<file path="src/rtl/cpu_pkg.sv">
// Shared types and constants for the instruction fetch sequencer.
package cpu_pkg;

  localparam int unsigned FETCH_W = 13;
  localparam int unsigned FIELD_W = 4;

  // Bit positions of the fields inside a memory frame {a, b, c, op}.
  localparam int unsigned A_MSB  = 12;
  localparam int unsigned B_MSB  = 8;
  localparam int unsigned C_BIT  = 4;
  localparam int unsigned OP_MSB = 3;

  localparam logic [FIELD_W-1:0] OP_INC = 4'b0000;
  localparam logic [FIELD_W-1:0] OP_ADD = 4'b0001;
  localparam logic [FIELD_W-1:0] OP_SUB = 4'b0010;
  localparam logic [FIELD_W-1:0] OP_AND = 4'b0100;
  localparam logic [FIELD_W-1:0] OP_NOT = 4'b0111;

  typedef enum logic [2:0] {
    IDLE,
    FETCH,
    CAPTURE,
    ISSUE,
    ADVANCE,
    DONE
  } state_e;

  // True for opcodes the ALU implements.
  function automatic logic op_is_legal(input logic [FIELD_W-1:0] op);
    case (op)
      OP_INC, OP_ADD, OP_SUB, OP_AND, OP_NOT: return 1'b1;
      default:                                return 1'b0;
    endcase
  endfunction

endpackage

</file>
<file path="src/rtl/instr_fetch_seq_frame_decode.sv">
// Splits a memory frame into ALU fields and flags whether the opcode is legal.
module frame_decode
  import cpu_pkg::*;
(
  input  logic [FETCH_W-1:0] frame_i,
  output logic [FIELD_W-1:0] a_c,
  output logic [FIELD_W-1:0] b_c,
  output logic               c_c,
  output logic [FIELD_W-1:0] op_c,
  output logic               op_legal_c
);

  assign a_c        = frame_i[A_MSB -: FIELD_W];
  assign b_c        = frame_i[B_MSB -: FIELD_W];
  assign c_c        = frame_i[C_BIT];
  assign op_c       = frame_i[OP_MSB -: FIELD_W];
  assign op_legal_c = op_is_legal(op_c);

endmodule

</file>
<file path="src/rtl/instr_fetch_seq.sv">
// Walks program addresses 0..LAST_ADDR, captures each memory frame and issues
// legal instructions to the ALU over a valid/ready handshake.
module instr_fetch_seq
  import cpu_pkg::*;
#(
  parameter int unsigned ADDR_W    = 3,
  parameter int unsigned LAST_ADDR = 5
) (
  input  logic               clk,
  input  logic               rst,
  input  logic               start,
  output logic               mem_en,
  output logic [ADDR_W-1:0]  mem_addr,
  input  logic [FETCH_W-1:0] mem_data,
  output logic [FIELD_W-1:0] a_out,
  output logic [FIELD_W-1:0] b_out,
  output logic               c_out,
  output logic [FIELD_W-1:0] op_out,
  output logic               op_valid,
  input  logic               op_ready,
  output logic               busy,
  output logic               done,
  output logic               err
);

  localparam logic [ADDR_W-1:0] LAST_PC = ADDR_W'(LAST_ADDR);

  state_e             state_q, state_d;
  logic [ADDR_W-1:0]  pc_q, pc_d;
  logic               err_q, err_d;
  logic [FIELD_W-1:0] a_q, a_d, b_q, b_d, op_q, op_d;
  logic               c_q, c_d;
  logic               mem_en_q, mem_en_d;
  logic               op_valid_q, op_valid_d;
  logic               busy_q, busy_d;
  logic               done_q, done_d;

  logic [FIELD_W-1:0] dec_a_c, dec_b_c, dec_op_c;
  logic               dec_c_c, dec_legal_c;

  frame_decode u_frame_decode (
    .frame_i    (mem_data),
    .a_c        (dec_a_c),
    .b_c        (dec_b_c),
    .c_c        (dec_c_c),
    .op_c       (dec_op_c),
    .op_legal_c (dec_legal_c)
  );

  // Next state, pc, capture registers and registered status outputs.
  always_comb begin
    state_d = state_q;
    pc_d    = pc_q;
    err_d   = err_q;
    a_d     = a_q;
    b_d     = b_q;
    c_d     = c_q;
    op_d    = op_q;

    case (state_q)
      IDLE: begin
        if (start) begin
          state_d = FETCH;
          pc_d    = '0;
          err_d   = 1'b0;
        end
      end
      FETCH: state_d = CAPTURE;
      CAPTURE: begin
        a_d  = dec_a_c;
        b_d  = dec_b_c;
        c_d  = dec_c_c;
        op_d = dec_op_c;
        if (dec_legal_c) begin
          state_d = ISSUE;
        end else begin
          err_d   = 1'b1;
          state_d = ADVANCE;
        end
      end
      ISSUE: begin
        if (op_valid_q && op_ready) state_d = ADVANCE;
      end
      ADVANCE: begin
        if (pc_q == LAST_PC) begin
          state_d = DONE;
        end else begin
          pc_d    = pc_q + ADDR_W'(1);
          state_d = FETCH;
        end
      end
      DONE:    state_d = IDLE;
      default: state_d = IDLE;
    endcase

    // Status outputs are decoded from the upcoming state so they register cleanly.
    mem_en_d   = (state_d == FETCH);
    op_valid_d = (state_d == ISSUE);
    busy_d     = (state_d != IDLE);
    done_d     = (state_d == DONE);
  end

  // State and output registers; reset clears everything immediately.
  always_ff @(posedge clk or posedge rst) begin
    if (rst) begin
      state_q    <= IDLE;
      pc_q       <= '0;
      err_q      <= 1'b0;
      a_q        <= '0;
      b_q        <= '0;
      c_q        <= 1'b0;
      op_q       <= '0;
      mem_en_q   <= 1'b0;
      op_valid_q <= 1'b0;
      busy_q     <= 1'b0;
      done_q     <= 1'b0;
    end else begin
      state_q    <= state_d;
      pc_q       <= pc_d;
      err_q      <= err_d;
      a_q        <= a_d;
      b_q        <= b_d;
      c_q        <= c_d;
      op_q       <= op_d;
      mem_en_q   <= mem_en_d;
      op_valid_q <= op_valid_d;
      busy_q     <= busy_d;
      done_q     <= done_d;
    end
  end

  assign mem_en   = mem_en_q;
  assign mem_addr = pc_q;
  assign a_out    = a_q;
  assign b_out    = b_q;
  assign c_out    = c_q;
  assign op_out   = op_q;
  assign op_valid = op_valid_q;
  assign busy     = busy_q;
  assign done     = done_q;
  assign err      = err_q;

endmodule

</file>
<file path="config.mk">
export PLATFORM = sky130hd
export DESIGN_NAME = instr_fetch_seq
export DESIGN_NICKNAME = d
export VERILOG_FILES = /design/src/rtl/cpu_pkg.sv /design/src/rtl/instr_fetch_seq_frame_decode.sv /design/src/rtl/instr_fetch_seq.sv
export SDC_FILE = /design/constraint.sdc
export NUM_CORES = 1
export LEC_CHECK = 0
export ABC_AREA = 1
export CAP_MARGIN = 10
export CORE_MARGIN = 2
export CORE_UTILIZATION = 39
export CTS_CLUSTER_DIAMETER = 40
export DETAILED_ROUTE_END_ITERATION = 12
export PLACE_DENSITY = 0.74
export SLEW_MARGIN = 10
export SYNTH_ARGS = -nofsm -noshare
export SYNTH_HDL_FRONTEND = slang
export SYNTH_SLANG_ARGS = --single-unit
</file>
<file path="constraint.sdc">
create_clock -name clk -period 1.2 [get_ports clk]
set_input_delay 0.24 -clock clk [delete_from_list [all_inputs] [get_ports clk]]
set_output_delay 0.24 -clock clk [all_outputs]
set_load 0.02 [all_outputs]
</file>
[Yosys cells after proc, flatten, opt, wreduce, memory -nomap -nowiden]
Cells that the tools add are included.
Storage, ports and cells
  flip-flop bits (word level): 24
  input port bits: 17
  output and inout bits: 21
  logic and storage cells: 48
Operators by class
  add/sub/neg operators: 1
  eq/ne operators: 15
  mux-type cells: 12
  reductions and logical operators: 9
Operator list (number)
  3-bit two-way mux: 6
  3-bit case mux with 5 select lines: 1
  3-bit by 2-bit == test with 1-bit output (second input constant): 3
  3-bit == test (second input constant): 3
  4-bit by 3-bit == test with 1-bit output (second input constant): 2
  3-bit by 1-bit == test with 1-bit output (second input constant): 2
  2-bit != test (second input constant): 3
  3-bit case mux with 2 select lines: 1
  3-bit AND reduction: 2
  5-bit OR reduction: 1
  4-bit by 1-bit == test with 1-bit output (second input constant): 1
  4-bit by 2-bit == test with 1-bit output (second input constant): 1
  4-bit logical NOT: 1
  2-bit nonzero test: 2
  3-bit by 1-bit adder with 3-bit output (second input constant): 1
  3-bit logical NOT: 1
  1-bit two-way mux: 3
  3-bit nonzero test: 1
  1-bit case mux with 2 select lines: 1
  1-bit logical AND: 1

[Depth between registers and ports, before layout]
Gate-level depths: netlist (run 1).
  depth after elaboration: 6
  gate-level depth with buffers: 8
  gate-level depth less buffers: 8

[Cells and area by module]
Synthesis (run 1) repeated with hierarchy kept, for this count alone.
Unflattened totals
  cell total of the unflattened synthesis: 138
  area total of the unflattened synthesis: 1187.4 µm²
By module, submodules not included
  instr_fetch_seq: instances 1, cells an instance 116, area each 1054.8 µm², seq. area each 600.6 µm²
  frame_decode: instances 1, cells an instance 22, area each 132.6 µm², seq. area each 0.0 µm²

[Worst setup path after synthesis (run 1)]
No wires, ideal clock.
  path type: register to register
  start: register pc_q[1], in the netlist mem_addr[1]
  end: register busy_q, in the netlist busy
  library setup time: 0.119 ns
  data arrival time: 1.080 ns
  required time: 1.081 ns
  setup slack: 0.001 ns
  stages on the path, launching flop included: 9
  path buffers: 0
  cells stage by stage: dfrtp_1 -> inv_1 -> ha_1 -> nand2_1 -> nor2_1 -> nor2_1 -> nand2_1 -> nor2_1 -> nand2_1
On the way
  cells in the longest elaborated chain, start to end: 4
RTL lines
  start: declaration: RTL line instr_fetch_seq.sv:29  | logic [ADDR_W-1:0] pc_q, pc_d;
  start signal: assignment: RTL line instr_fetch_seq.sv:119  | pc_q <= pc_d;
  3-bit == test: RTL line instr_fetch_seq.sv:85  | if (pc_q == LAST_PC) begin
  3-bit two-way mux: RTL line instr_fetch_seq.sv:85
  3-bit case mux with 5 select lines: RTL line instr_fetch_seq.sv:60  | case (state_q)
  named net state_d[2]: RTL line instr_fetch_seq.sv:28  | state_e state_q, state_d;
  3-bit nonzero test: RTL line instr_fetch_seq.sv:99  | busy_d = (state_d != IDLE);
  named net busy_d: RTL line instr_fetch_seq.sv:35  | logic busy_q, busy_d;
  end signal: assignment: RTL line instr_fetch_seq.sv:127  | busy_q <= busy_d;
  end: declaration: RTL line instr_fetch_seq.sv:35
The timed path passes the listed nets, and every way through them passes these cells.
A chain may end at the register's enable or synchronous reset.

[Worst setup path after layout (run 1)]
  start: register state_q[1]
  end: register op_q[0], in the netlist op_out[0]
On the way
  cells in the longest elaborated chain, start to end: 1
RTL lines
  start: declaration: RTL line instr_fetch_seq.sv:28
  start signal: assignment: RTL line instr_fetch_seq.sv:118  | state_q <= state_d;
  3-bit by 2-bit == test with 1-bit output: RTL line instr_fetch_seq.sv:60
  end signal: assignment: RTL line instr_fetch_seq.sv:124  | op_q <= op_d;
  end: declaration: RTL line instr_fetch_seq.sv:31  | logic [FIELD_W-1:0] a_q, a_d, b_q, b_d, op_q, op_d;
Every way passes these cells.

==> results.json, run 1 <==
{
  "synth.mux.area_fraction_pct": 0,
  "leakage_nw": 0.856,
  "mappedNetlistNets": 141,
  "finalNonFillerCells": 205,
  "area_growth_pct": 46.6,
  "cp.required_ns": 1.41,
  "power.net_switching_mw": 1.65,
  "via_count": 940,
  "synth_largest_type_area_fraction_pct": 56.7,
  "combinational_family_with_the_most_area_after_synthesis": "simple AND/OR/NAND/NOR gates",
  "status": "completed",
  "first_pass_grt_wire_length_um": 3950,
  "worst_pin_slew_ns": 0.192,
  "worstHoldPathType": "input port to async pin",
  "avgViaCountPerCell": 4.59,
  "first_global_vias": 917,
  "synth-seq-area-share_pct": 56.7,
  "power_report.internal_total_mw": 2.15,
  "wl_um": 2480,
  "syn-mean-instance-area_um2": 8.69,
  "die_height_um": 56.1,
  "maxSlewViolCount": 0,
  "place.detailed.hpwl_um": 1790,
  "grt_setup_unrepaired": "yes",
  "n_antenna_cell": 0,
  "p_seq_share_pct": 35.5,
  "cp_slowest_cell": "dfrtp_1",
  "overflow": 0,
  "insertion_delay_ns": 0.31,
  "yosys_warning_count": 0,
  "crit_chain": "inv_2 -> nor3_4 -> buf_4 -> inv_4 -> nand2_1 -> o21ai_0",
  "cts_inserted_buffers": 3,
  "ys_top_cells_by_area": "dfrtp_1 57%, nand2_1 17%, inv_1 4.6%",
  "drive_gt1_share_pct": 34.3,
  "synth_adder_area_share_pct": 2.36,
  "worst_ep_arrival_time_ns": 1.38,
  "syn-cell-area_mm2": 0.00106,
  "cp_slowest_stage_delay_ns": 0.40,
  "tritoncts": "yes",
  "fin_nets": 195,
  "drc_errors": 0,
  "die_area_mm2": 0.00315,
  "die_x_um": 56.1,
  "fp.coreArea_mm2": 0.00252,
  "initial_core_util_pct": 42.0,
  "syn_inst": 122,
  "gr-usage-all-layers_pct": 16.1,
  "path_max_fanout": 15,
  "clock_sinks": 24,
  "setup.worst_path.start_class": "register",
  "netlist-cell-type-count": 18,
  "cts.reportedPaths.clkPinSlew_ns": 0.13,
  "antenna_violations_before_repair": 0,
  "htree_levels": 1,
  "crit_path_end_kind": "register",
  "post_dp_cell_area_mm2": 0.00152,
  "total_power_mw": 3.80,
  "yosysTopAreaCell": "dfrtp_1",
  "timing.final.crit_share_pct": 97.4,
  "maximum_clock_skew_at_final_layout_ns": 0.00180,
  "slew_headroom_pct": 87.1,
  "final_report_setup_violation_count": 0,
  "min_period_ns": 1.17,
  "drt_first_pass_iters": 2,
  "power.share.clock_pct": 11.2,
  "final_hold_viol_count": 0,
  "power_frac_comb_pct": 53.2,
  "criticalPathCategory": "register to register",
  "maxCapViolCount": 0,
  "synth_compound_gate_area_share_pct": 3.54,
  "vdd.ir_drop.worst_v": 0.00115,
  "synth_simple_gate_area_share_pct": 29.5,
  "cts.path.max_buffers": 2,
  "p_sw_share_pct": 43.5,
  "grt_start_max_net_pins": 25,
  "timing.hold.ws_ns": 0.219,
  "final_cell_area_mm2": 0.00155,
  "wl_per_cell_um": 12.1,
  "placedCellCount": 195,
  "drtIter0Drc": 13,
  "setup_total_negative_slack_ns": 0,
  "synth_seq_cells": 24,
  "placement.io_buffers": 37,
  "cts_hold_repair.buffers": 0,
  "root_buffer": "clkbuf_4",
  "setup.reg_to_reg.worst_slack_ns": 0.03,
  "post_synth_xor_area_fraction_pct": 0.826,
  "std_cell_rows": 18,
  "drtAntennaViolNets": 0,
  "maxClockFrequency_mhz": 855,
  "io-pin-count": 38,
  "gpl.final_weighted_congestion": 0.779,
  "power-per-cell-area_mw_per_mm2": 2450
}
==> synth_stat cells <==
cell type,n
nor2_1,10
nor3_4,1
buf_6,1
inv_2,2
nand3_1,5
buf_4,1
o21ai_1,2
o21ai_0,3
nand2_2,2
inv_1,13
nand2_1,49
o211ai_1,1
xor2_1,1
a21oi_1,1
nor3b_1,1
ha_1,2
nand3_2,3
dfrtp_1,24
==> worst max-delay path: cells and delay by family, from the launching register on <==
family	cells	cell delay (ns)
flip-flops	1	0.40
buffers and inverters	3	0.32
AND/OR/NAND/NOR	2	0.27
AO/OA/AOI/OAI	1	0.07
==> power by group through the flow <==
stage	Sequential (mW)	Combinational [mW]	Clock [mW]
floorplan	1.73	0.764	0
global placement	1.35	2.00	0
detailed placement	1.37	2.05	0
CTS	1.34	1.91	0.444
global route	1.39	2.23	0.480
finish	1.35	2.02	0.427
==> state kept, by name, indices dropped and copies added (netlist names) <==
signal and count:
b_out 4, op_out 4, err 1, op_valid 1, mem_addr 3, mem_en 1
state_q 3, busy 1, a_out 4, done 1, c_out 1
==> per-layer routing <==
layer | vias to the layer above | GRT usage, % | wire length (um)
met3 | 4 | 3.26 | 143
li1 | 478 | - | -
met1 | 432 | 17.3 | 997
met2 | 26 | 29.6 | 1300
met5 | - | 0 | 0
met4 | 0 | 8.16 | 44
==> per-stage QoR <==
step                      util [%]  setup slack (ns)
after CTS                     59.3           0.00476
after global placement        60.3            -0.225
final                         61.6            0.0307
after detailed placement      60.3            -0.230
after global routing          61.6           -0.0603
after floorplan                  -          0.000985
==> cell type report <==
cell class / count / area (um^2)
multi-input cells: 81 / 422
fillers: 227 / 968
repair buffers: 51 / 398
inverters: 15 / 58.8
clock buffers: 4 / 36.3
flip-flops and latches: 24 / 602
well taps: 30 / 37.5
==> path summary, 6_finish.rpt <==
| check | depth (start not counted) | from | end |
|---|---|---|---|
| max in group asynchronous | 3 | rst | state_q[0] |
| max | 6 | state_q[1] | op_out[0] |
| min | 3 | rst | a_out[0] |
| min reg2reg | 2 | a_out[3] | a_out[3] |
| min in group clk | 3 | mem_data[9] | a_out[0] |
| max reg2reg | 6 | state_q[1] | op_out[0] |
==> logic make-up after synthesis <==
group | after synthesis
compound gates | 7
simple gates | 71
xor+xnor | 1
fa+ha+maj | 2
buf+inv | 17
flops | 24
==> cell usage in the layout, fill, tap and decap left out, types with 5 or more instances in the layout <==
master,n
dfrtp_1,23
nor2_1,7
nand2_1,45
inv_1,10
nand2_2,5
buf_2,21
clkdlybuf4s50_1,16
buf_4,9
==> timing repair <==
| action | in CTS | in global routing |
|---|---|---|
| setup endpoints to repair | 36 | 16 |
| resized for setup | 87 | 18 |
| setup buffers | 4 | 2 |
| pin swaps | 1 | 5 |
Note: power is estimated with default switching activity, not from simulation.
==> run 2: changes to the inputs <==
Settings changed: CTS_CLUSTER_DIAMETER 40 to default.
==> results of run 2 <==
Final layout, timing and power as in run 1 (identical DEF).
==> run 3: changes to the inputs <==
Settings changed: GPL_TIMING_DRIVEN from default to 0, SLEW_MARGIN 10 to default.
==> run 3 against run 2 <==
Net effect: the flow now finishes with violations (setup timing); sequential power about the same; flip-flop and latch count did not move; clock power shrank 4%; wire length down 8.1%; largest power group unchanged.
==> results.json, run 3 (synthesis results as in run 1) <==
{
  "status": "finished, violations left",
  "failed_checks": "setup timing",
  "cts_inserted_buffers": 3,
  "clock_sinks": 24,
  "n_antenna_cell": 0,
  "antenna_violations_before_repair": 0,
  "maxCapViolCount": 0,
  "placedCellCount": 189,
  "final_cell_area_mm2": 0.00148,
  "first_global_vias": 928,
  "drt-met1-wl_um": 1010,
  "timing.hold.ws_ns": 0.293,
  "power-per-cell-area_mw_per_mm2": 2450,
  "overflow": 0,
  "crit_path_end_kind": "register",
  "vdd.ir_drop.worst_v": 0.00166,
  "worstHoldPathType": "input port to async pin",
  "leakage_nw": 0.826,
  "wl_um": 2280,
  "post_dp_cell_area_mm2": 0.00147,
  "multi_input_comb_area_um2": 414,
  "seq_area_um2": 602,
  "layout.cells.most_common_list": "47 x nand2_1, 23 x dfrtp_1, 20 x buf_2, 16 x clkdlybuf4s50_1, 10 x inv_1",
  "die_height_um": 56.1,
  "final_hold_viol_count": 0,
  "maxClockFrequency_mhz": 816,
  "maxSlewViolCount": 0,
  "wl_per_cell_um": 11.5,
  "cp.required_ns": 1.41,
  "cts.path.max_buffers": 2,
  "die_area_mm2": 0.00315,
  "drc_errors": 0,
  "area_growth_pct": 39.8,
  "min_period_ns": 1.23,
  "criticalPathCategory": "register to register",
  "path_max_fanout": 10,
  "std_cell_rows": 18,
  "total_power_mw": 3.63,
  "avgViaCountPerCell": 4.68,
  "io-pin-count": 38,
  "die_x_um": 56.1,
  "most_common_library_cell_in_the_layout_ignoring_fill_and_taps": "nand2_1",
  "gr-usage-all-layers_pct": 15.1,
  "cts_hold_repair.buffers": 0,
  "routed.top_layer": "met4",
  "setup_total_negative_slack_ns": -0.119,
  "maximum_clock_skew_at_final_layout_ns": 0.00539,
  "first_pass_grt_wire_length_um": 3830,
  "insertion_delay_ns": 0.31,
  "placement.io_buffers": 37,
  "fp.coreArea_mm2": 0.00252,
  "tritoncts": "yes",
  "gpl.final_weighted_congestion": 0.804,
  "initial_core_util_pct": 42.0,
  "root_buffer": "clkbuf_4",
  "layout.filler_cells": 234,
  "drtAntennaViolNets": 0,
  "fin_nets": 189,
  "cts.reportedPaths.clkPinSlew_ns": 0.13,
  "worst_pin_slew_ns": 0.509,
  "grt_setup_unrepaired": "yes",
  "final_report_setup_violation_count": 10,
  "setup.worst_path.start_class": "register",
  "drive_gt1_share_pct": 29.0,
  "via_count": 932,
  "worst_ep_arrival_time_ns": 1.43,
  "drt_first_pass_iters": 5,
  "timing.final.crit_share_pct": 102,
  "place.detailed.hpwl_um": 1680,
  "htree_levels": 1,
  "slew_headroom_pct": 66.0,
  "grt_start_max_net_pins": 25,
  "detailroute.wirelength.met2_um": 1110,
  "setup_slack_ns": -0.0252,
  "drtIter0Drc": 19,
  "met3_length_um": 136,
  "finalNonFillerCells": 199
}
==> run 3: layout make-up <==
class / instances / area share (%)
Tap cell: 30 / 2.53
Inverter: 15 / 4.05
Clock buffer: 4 / 2.45
Buffer: 2 / 1.27
Multi-Input combinational cell: 81 / 28.0
Sequential cell: 24 / 40.6
Timing Repair Buffer: 43 / 21.1
==> run 3: metal layers <==
layer	vias up	track usage [%]
met5	-	0
met4	0	5.10
met3	4	3.26
met2	30	27.1
met1	431	17.7
li1	467	-
==> run 3: report_power, final <==
group          total [mW]  leakage (nW)  switching (mW)  internal [mW]
registers            1.35         0.301           0.199           1.15
clock network       0.411        0.0210           0.226          0.185
logic                1.86         0.504            1.15          0.710
==> run 3: through the flow <==
stage	util [%]	setup WS [ns]
after floorplan	-	0.000985
after global placement	58.2	-0.224
after detailed placement	58.2	-0.256
after CTS	57.9	-0.0196
after global routing	58.7	-0.0884
final	58.7	-0.0252
==> run 3: final timing paths <==
kind	startpoint	endpoint	slack [ns]	depth (start not counted)
setup / recovery	state_q[0]	b_out[2]	-0.03	5
hold / removal	rst	a_out[3]	0.29	2
setup reg to reg	state_q[0]	b_out[2]	-0.03	5
hold reg to reg	op_out[3]	op_out[3]	0.48	2
max in group asynchronous	rst	state_q[0]	0.58	2
min in group clk	mem_data[8]	b_out[3]	0.47	3
==> run 3: what timing repair did <==
action | 4_1_cts | 5_1_grt
endpoints found under the setup margin | 34 | 23
pin swaps | 3 | 7
resized for setup | 85 | 11
buffers inserted | 4 | 2
==> run 3: worst max-delay path, stage by stage, from the launching register on <==
cell and delay, ns:
dfrtp_2 0.46, nor3_4 0.29, inv_2 0.11, buf_6 0.16, nand2_1 0.06, nand2_1 0.05
